<file path="src/rtl/ps2_cmd_decoder.sv">
// -----------------------------------------------------------------------------
// ps2_cmd_decoder
//
// Turns the byte stream from the PS/2 receiver into the 6-bit command vector
// used by ControlRTC. It follows scan-code set 2 prefixes (E0 = extended,
// F0 = break). It emits a one-clock pulse per accepted key press and
// suppresses typematic repeats. Runs entirely in the clk_nexys domain.
//
// Optional feature, selected by the macro PS2_TYPEMATIC_EN:
//   defined   : repeated makes of the aumenta/aum_cambio keys (code[5:4]) pulse
//               again, which gives auto-repeat increment/decrement.
//   undefined : every repeat is suppressed; one pulse per press/release.
//
// Ports:
//   clk           in   system clock (clk_nexys)
//   reset         in   asynchronous, active-low reset
//   rx_data[7:0]  in   received byte, valid only while rx_done_tick=1
//   rx_done_tick  in   one-clock strobe marking a new byte
//   code[5:0]     out  one-clock command pulses
//                      [5] aumenta, [4] aum_cambio, [3] programa,
//                      [2] reset request, [1] cambiomaq1, [0] cambiomaq2
//   key_held[5:0] out  level: make seen, break not yet seen, for each mapped key
//   prefix_err    out  one-clock pulse when a pending prefix times out
// -----------------------------------------------------------------------------
module ps2_cmd_decoder #(
    parameter logic [7:0] KEY_AUM        = 8'h1D,
    parameter logic [7:0] KEY_AUMC       = 8'h1B,
    parameter logic [7:0] KEY_PROG       = 8'h4D,
    parameter logic [7:0] KEY_RST        = 8'h2D,
    parameter logic [7:0] KEY_MAQ1       = 8'h1C,
    parameter logic [7:0] KEY_MAQ2       = 8'h23,
    parameter int         TIMEOUT_CYCLES = 200000
) (
    input  logic       clk,
    input  logic       reset,
    input  logic [7:0] rx_data,
    input  logic       rx_done_tick,
    output logic [5:0] code,
    output logic [5:0] key_held,
    output logic       prefix_err
);

    localparam int CNT_W = (TIMEOUT_CYCLES > 1) ? $clog2(TIMEOUT_CYCLES) : 1;
    localparam logic [CNT_W-1:0] CNT_LAST = CNT_W'(TIMEOUT_CYCLES - 1);

    localparam logic [7:0] BYTE_EXT = 8'hE0;
    localparam logic [7:0] BYTE_BRK = 8'hF0;

    typedef enum logic [1:0] {
        S_IDLE,
        S_EXT,
        S_BRK,
        S_EXT_BRK
    } state_e;

    state_e           state_q, state_d;
    logic [CNT_W-1:0] cnt_q, cnt_d;
    logic [5:0]       code_q, code_d;
    logic [5:0]       held_q, held_d;
    logic             perr_q, perr_d;

    // Bit mask of the key a byte maps to (at most one bit set).
    logic [5:0]       key_mask;
    // Makes of held keys in this mask still pulse.
    logic [5:0]       repeat_mask;
    logic             is_status;

    // Checks run in ascending index order, so when two KEY_* values are equal
    // the later (higher) index overwrites the earlier one.
    always_comb begin
        key_mask = '0;
        if (rx_data == KEY_MAQ2) key_mask = 6'b000001;
        if (rx_data == KEY_MAQ1) key_mask = 6'b000010;
        if (rx_data == KEY_RST)  key_mask = 6'b000100;
        if (rx_data == KEY_PROG) key_mask = 6'b001000;
        if (rx_data == KEY_AUMC) key_mask = 6'b010000;
        if (rx_data == KEY_AUM)  key_mask = 6'b100000;
    end

`ifdef PS2_TYPEMATIC_EN
    assign repeat_mask = 6'b110000;
`else
    assign repeat_mask = 6'b000000;
`endif

    // Keyboard status bytes: ack, BAT ok, echo, resend.
    assign is_status = (rx_data == 8'hFA) || (rx_data == 8'hAA) ||
                       (rx_data == 8'hEE) || (rx_data == 8'hFE);

    // NOTE: every signal this block drives gets a default first. A path that
    // leaves a signal unassigned would infer a latch.
    always_comb begin
        state_d = state_q;
        cnt_d   = cnt_q;
        code_d  = '0;
        held_d  = held_q;
        perr_d  = 1'b0;

        if (rx_done_tick) begin
            // A byte always restarts the prefix timer. It also wins over a
            // timeout that would expire in the same clock.
            cnt_d = '0;
            unique case (state_q)
                S_IDLE: begin
                    if (rx_data == BYTE_BRK) begin
                        state_d = S_BRK;
                    end else if (rx_data == BYTE_EXT) begin
                        state_d = S_EXT;
                    end else if (!is_status) begin
                        // Plain make: pulse unless this is a suppressed repeat.
                        code_d = key_mask & (~held_q | repeat_mask);
                        held_d = held_q | key_mask;
                    end
                end
                S_EXT: begin
                    if (rx_data == BYTE_BRK)      state_d = S_EXT_BRK;
                    else if (rx_data != BYTE_EXT) state_d = S_IDLE;
                end
                S_BRK: begin
                    if (rx_data == BYTE_EXT) begin
                        state_d = S_EXT_BRK;
                    end else if (rx_data != BYTE_BRK) begin
                        held_d  = held_q & ~key_mask;
                        state_d = S_IDLE;
                    end
                end
                S_EXT_BRK: begin
                    if (rx_data != BYTE_BRK && rx_data != BYTE_EXT) state_d = S_IDLE;
                end
                default: state_d = S_IDLE;
            endcase
        end else if (state_q != S_IDLE) begin
            if (cnt_q == CNT_LAST) begin
                state_d = S_IDLE;
                cnt_d   = '0;
                perr_d  = 1'b1;
            end else begin
                cnt_d = cnt_q + CNT_W'(1);
            end
        end
    end

    // NOTE: sequential state uses non-blocking assignments only, so every
    // register samples its pre-edge value regardless of statement order.
    always_ff @(posedge clk or negedge reset) begin
        if (!reset) begin
            state_q <= S_IDLE;
            cnt_q   <= '0;
            code_q  <= '0;
            held_q  <= '0;
            perr_q  <= 1'b0;
        end else begin
            state_q <= state_d;
            cnt_q   <= cnt_d;
            code_q  <= code_d;
            held_q  <= held_d;
            perr_q  <= perr_d;
        end
    end

    assign code       = code_q;
    assign key_held   = held_q;
    assign prefix_err = perr_q;

endmodule

</file>
<file path="config.mk">
export PLATFORM = sky130hd
export DESIGN_NAME = ps2_cmd_decoder
export DESIGN_NICKNAME = d
export VERILOG_FILES = /design/src/rtl/ps2_cmd_decoder.sv
export SDC_FILE = /design/constraint.sdc
export NUM_CORES = 1
export LEC_CHECK = 0
export ABC_AREA = 1
export CAP_MARGIN = 25
export CORE_MARGIN = 5
export CORE_UTILIZATION = 45
export DETAILED_ROUTE_END_ITERATION = 12
export PLACE_DENSITY = 0.66
export SETUP_SLACK_MARGIN = 0.3
export SLEW_MARGIN = 20
export SYNTH_ARGS = -nofsm -noshare
export SYNTH_HDL_FRONTEND = slang
export SYNTH_SLANG_ARGS = --single-unit
export TNS_END_PERCENT = 10
</file>
<file path="constraint.sdc">
create_clock -name clk -period 2.4 [get_ports clk]
set_clock_uncertainty 0.15 [all_clocks]
set_input_delay 0.36 -clock clk [delete_from_list [all_inputs] [get_ports clk]]
set_output_delay 0.36 -clock clk [all_outputs]
set_load 0.01 [all_outputs]
</file>
Yosys cells after proc, flatten, opt, wreduce, memory -nomap -nowiden
Index checks and enable logic that the tools add are counted.
Widths: inputs -> output; s select.
{"block": "word_totals", "word_cells": 83, "latchBits": 0, "regBits": 33, "ramBits": 0, "memories": 0, "romBits": 0, "output_inout_bits": 13, "input_bits": 11}
{"block": "classes", "n_mux": 34, "eq_ne": 27, "shift": 0, "reduce_logical": 11, "addsub": 1, "n_div": 0, "multipliers": 0, "order_cmp": 0, "bitwise": 5}
{"op": "$mux 6", "count": 13}
{"op": "$mux 18", "count": 3}
{"op": "$eq 8x8->1 const B", "count": 6}
{"op": "$eq 8x5->1 const B", "count": 3}
{"op": "$mux 2", "count": 11}
{"op": "$add 18x1->18 const B", "count": 1}
{"op": "$eq 18x18->1 const B", "count": 1}
{"op": "$eq 8x6->1 const B", "count": 2}
{"op": "$ne 8x8->1 const B", "count": 2}
{"op": "$and 6x6->6", "count": 2}
{"op": "$ne 4x4->1 const B", "count": 3}
{"op": "$not 6->6", "count": 2}
{"op": "$pmux 6 s2", "count": 1}
{"op": "$ne 2x2->1 const B", "count": 5}
{"op": "$eq 8x7->1 const B", "count": 1}
{"op": "$pmux 2 s4", "count": 1}
{"op": "$reduce_bool 2->1", "count": 4}
{"op": "$reduce_and 7->1", "count": 1}
{"op": "$or 6x6->6", "count": 1}
{"op": "$reduce_and 6->1", "count": 1}
{"op": "$eq 2x2->1 const B", "count": 2}
{"op": "$mux 1", "count": 4}
{"op": "$logic_or 1x1->1", "count": 3}
{"op": "$mux 3", "count": 1}
{"op": "other kinds (4)", "count": 4}

Logic depth before layout (Yosys ltp)
{"block": "depth", "depth_word": 13, "mapped_depth": 11, "mapped_depth_nobuf": 10}

Worst setup path before layout
Ideal clock, no wire load.
{"block": "synth_path", "path_kind": "register -> register", "start": "reg cnt_q[0]", "end": "reg cnt_q[11]", "required_time_ns": 2.164, "n_path_buf": 1, "slack_ns": 0.834, "synth_period_minus_slack_ns": 1.566, "path_stages_with_launch": 10, "arrival_time_ns": 1.330, "setup_time_ns": 0.086, "cell_sequence": "dfrtp_1 ha_1 nand2_1 inv_1 nand2_1 inv_1 nand4_1 nand2_1 buf_2 nor3_1"}
{"block": "synth_between", "elab_chain_cells": 4, "elab_cells_between_ends": 5, "cone_classes": "add/sub: 1; eq/ne: 1; mux: 3"}
{"element": "start: declaration", "line": "57", "source": "logic [CNT_W-1:0] cnt_q, cnt_d;"}
{"element": "start signal: assignment", "line": "154", "source": "cnt_q <= cnt_d;"}
{"element": "$add 18x1->18 / $eq 18x18->1 (equally long branches)", "line": "138, 133"}
{"element": "$mux 18 (*)", "line": "133", "source": "if (cnt_q == CNT_LAST) begin"}
{"element": "$mux 18 (*)", "line": "132", "source": "end else if (state_q != S_IDLE) begin"}
{"element": "$mux 18 (*)", "line": "99", "source": "if (rx_done_tick) begin"}
Every way passes the cells marked *; elsewhere a longest branch is shown, timed or not. The select of a mux whose other input is x is not followed.
A chain may end at the register's enable or synchronous reset.

==> metrics.yaml <==
logic_synthesis:
  synth_edf_count: 0
  netlist_area_um2: 2150
  synth_seq_cells: 33
  synth_top_area_share_pct: 38.5
  syn_area_per_cell_um2: 7.09
  yosysMostFrequentCell: "nand2_1"
  synth-seq-area-share_pct: 38.5
  ys.flop_type: "dfrtp_1"
  synthTopCellsByArea: "dfrtp_1, nand2_1, nor2_1, nand3_1, nand4_1"
  synthArstFlopShare_pct: 100
  synthTopCellsByCount: "nand2_1, nor2_1, dfrtp_1"
  syn-instance-count: 303
  yosysTopAreaCell: "dfrtp_1"
  synth_warnings: 0
  synth_cell_type_count: 29
  synth_nets: 315
setup_path:
  ff2ff_path_depth: 8
  crit_type: "input port to flop"
  critPathLaunchType: "input port"
  crit_buf_inv: 2
  critPathTopFamily: "simple AND/OR/NAND/NOR gates"
  critPathCaptureType: "flop"
  slowest_stage: "clkdlybuf4s50_1"
  cp_num_cells: 10
  crit_required_ns: 2.43
  max_stage_delay_ns: 0.56
  crit_chain: "clkdlybuf4s50_1, nor2_2, nand2_4, inv_4, nand2_4, nand3_1, nor2_2, nand3_1, nand2_1, nand2_1"
  cp_max_fo: 12
  arrival_ns: 1.98
floorplanning:
  fp.dieH_um: 79.1
  die_w_um: 79.1
  rows: 25
  core_um2: 4690
  dieArea_um2: 6250
  initial_utilization_pct: 45.8
  io_pins: 24
global_routing:
  busiest_layer: "met2"
  antenna_found_initial: 0
  met2_usage_pct: 32.2
  grt_pass1_wl_um: 8520
  met1_usage_pct: 19.2
  track_usage_pct: 17.2
  use_met3_pct: 2.49
  grt_pass1_vias: 1940
  grt_max_degree: 34
  overflow: 0
clock_tree:
  cts_tree: "built"
  insertion_delay_ns: 0.29
  cts_htree_levels: 2
  cts_sinks: 33
  cts_buffers: 5
  post_cts_buffers: 0
  clk_pin_slew_ns: 0.07
  holdBufCountCts: 0
  post_cts_resized: 0
  clock_path_buffers: 2
  root_buffer: "clkbuf_8"
sta:
  finalCriticalPeriod_ns: 1.95
  hold_viol_final: 0
  tightest_slew_ns: 0.497
  drv_slew: 0
  setup_viol: 0
  fin_crit_sh_pct: 81.3
  fmaxAchievable_ghz: 0.513
  max_slew_margin_pct: 66.6
  rsz0062_at_grt: "true"
  fin_setup_tns_ns: 0
  setup_slack_ns: 0.449
routing:
  antenna_left: 0
  vias: 1991
  vias_per_cell: 5.17
  post-route-drc-count: 0
  wl_per_cell_um: 12.5
  first_pass_iters: 4
  drtIter0Drc: 101
  finalWirelength_um: 4820
pwr:
  power.total_mw: 1.63
  p_leak_nw: 1.16
  peakVddDrop_uv: 252
  pwr_density_cell_nw_per_um2: 640
placement:
  port_buffers: 23
  place_area_um2: 2430
  globalplace.congestion: 0.847
  dp_worst_setup_slack_ns: 0.165
  dp_hpwl_um: 3630
layout:
  syn_to_final_growth_pct: 18.5
  drive_gt1_share_pct: 14.2
  finalNetCount: 342
  final_util_pct: 54.2
  design_area_um2: 2540
  num_antenna_cells: 0
job:
  drv_cap: 0
worst_hold_path:
  hold_class: "input port to async pin"
status:
  status: "finished clean"
-- through the flow --
step	hold WS, ns	cells
2_1_floorplan	-0.0856	303
3_3_place_gp	0.333	377
3_5_place_dp	0.328	377
4_1_cts	0.335	385
5_1_grt	0.353	385
6_report	0.329	385
-- where the power goes --
group          leakage [nW]  total [mW]  switching, mW  internal [mW]
clock                0.0543       0.532          0.222          0.311
sequential            0.456       0.683         0.0827          0.600
combinational         0.645       0.413          0.270          0.143
-- layout make-up --
| type | count | area (um2) |
|---|---|---|
| clock buffer | 5 | 68.8 |
| clock inverter | 3 | 46.3 |
| fill | 445 | 2150 |
| inverter | 36 | 138 |
| multi-input combinational | 229 | 1150 |
| sequential | 33 | 826 |
| tap | 54 | 67.6 |
| timing repair buffer | 25 | 245 |
-- per-layer routing --
metal	wire length [um]	share of wire [%]
met1	2080	43
met2	2480	51
met3	176	3.7
met4	82	1.7
met5	0	0
-- worst register-to-register path, cell delays in order, from the launching register on --
cell	delay, ns
dfrtp_1	0.45
ha_1	0.24
nand2_1	0.07
inv_1	0.05
nand2_1	0.08
inv_1	0.08
nand4_1	0.11
nand2_2	0.18
nor3b_1	0.26
-- worst paths after layout --
kind,from,to,slack (ns)
max,rx_data[1],flop,0.45
min reg2reg,flop,code[1],0.33
max in group asynchronous,reset,prefix_err,1.48
min in group clk,flop,code[1],0.33
min,reset,cnt_q[3],0.33
max reg2reg,cnt_q[0],cnt_q[6],0.64
-- logic make-up (layout without fill, tap and decap cells) --
| group | count (synthesis) | count (layout) | synth area share (%) |
|---|---|---|---|
| compound gates | 13 | 13 | 3.09 |
| simple gates | 212 | 212 | 48.7 |
| xor+xnor | 3 | 3 | 1.22 |
| buf+inv | 41 | 69 | 7.98 |
| fa+ha+maj | 1 | 1 | 0.583 |
| flops | 33 | 33 | 38.5 |
-- placed cells by master, fill, tap and decap left out, drive strengths merged --
cell            n
nand2          94
nor2           49
inv            36
dfrtp          33
nand3          25
clkdlybuf4s50  23
nand4          17
nor3           13
nor3b           9
o21ai           7
a21oi           5
clkbuf          5
nor4            4
xor2            2
buf             2
or2             1
o22ai           1
xnor2           1
ha              1
bufinv          1
clkinv          1
clkinvlp        1
Note: power is estimated with default switching activity, not from simulation.
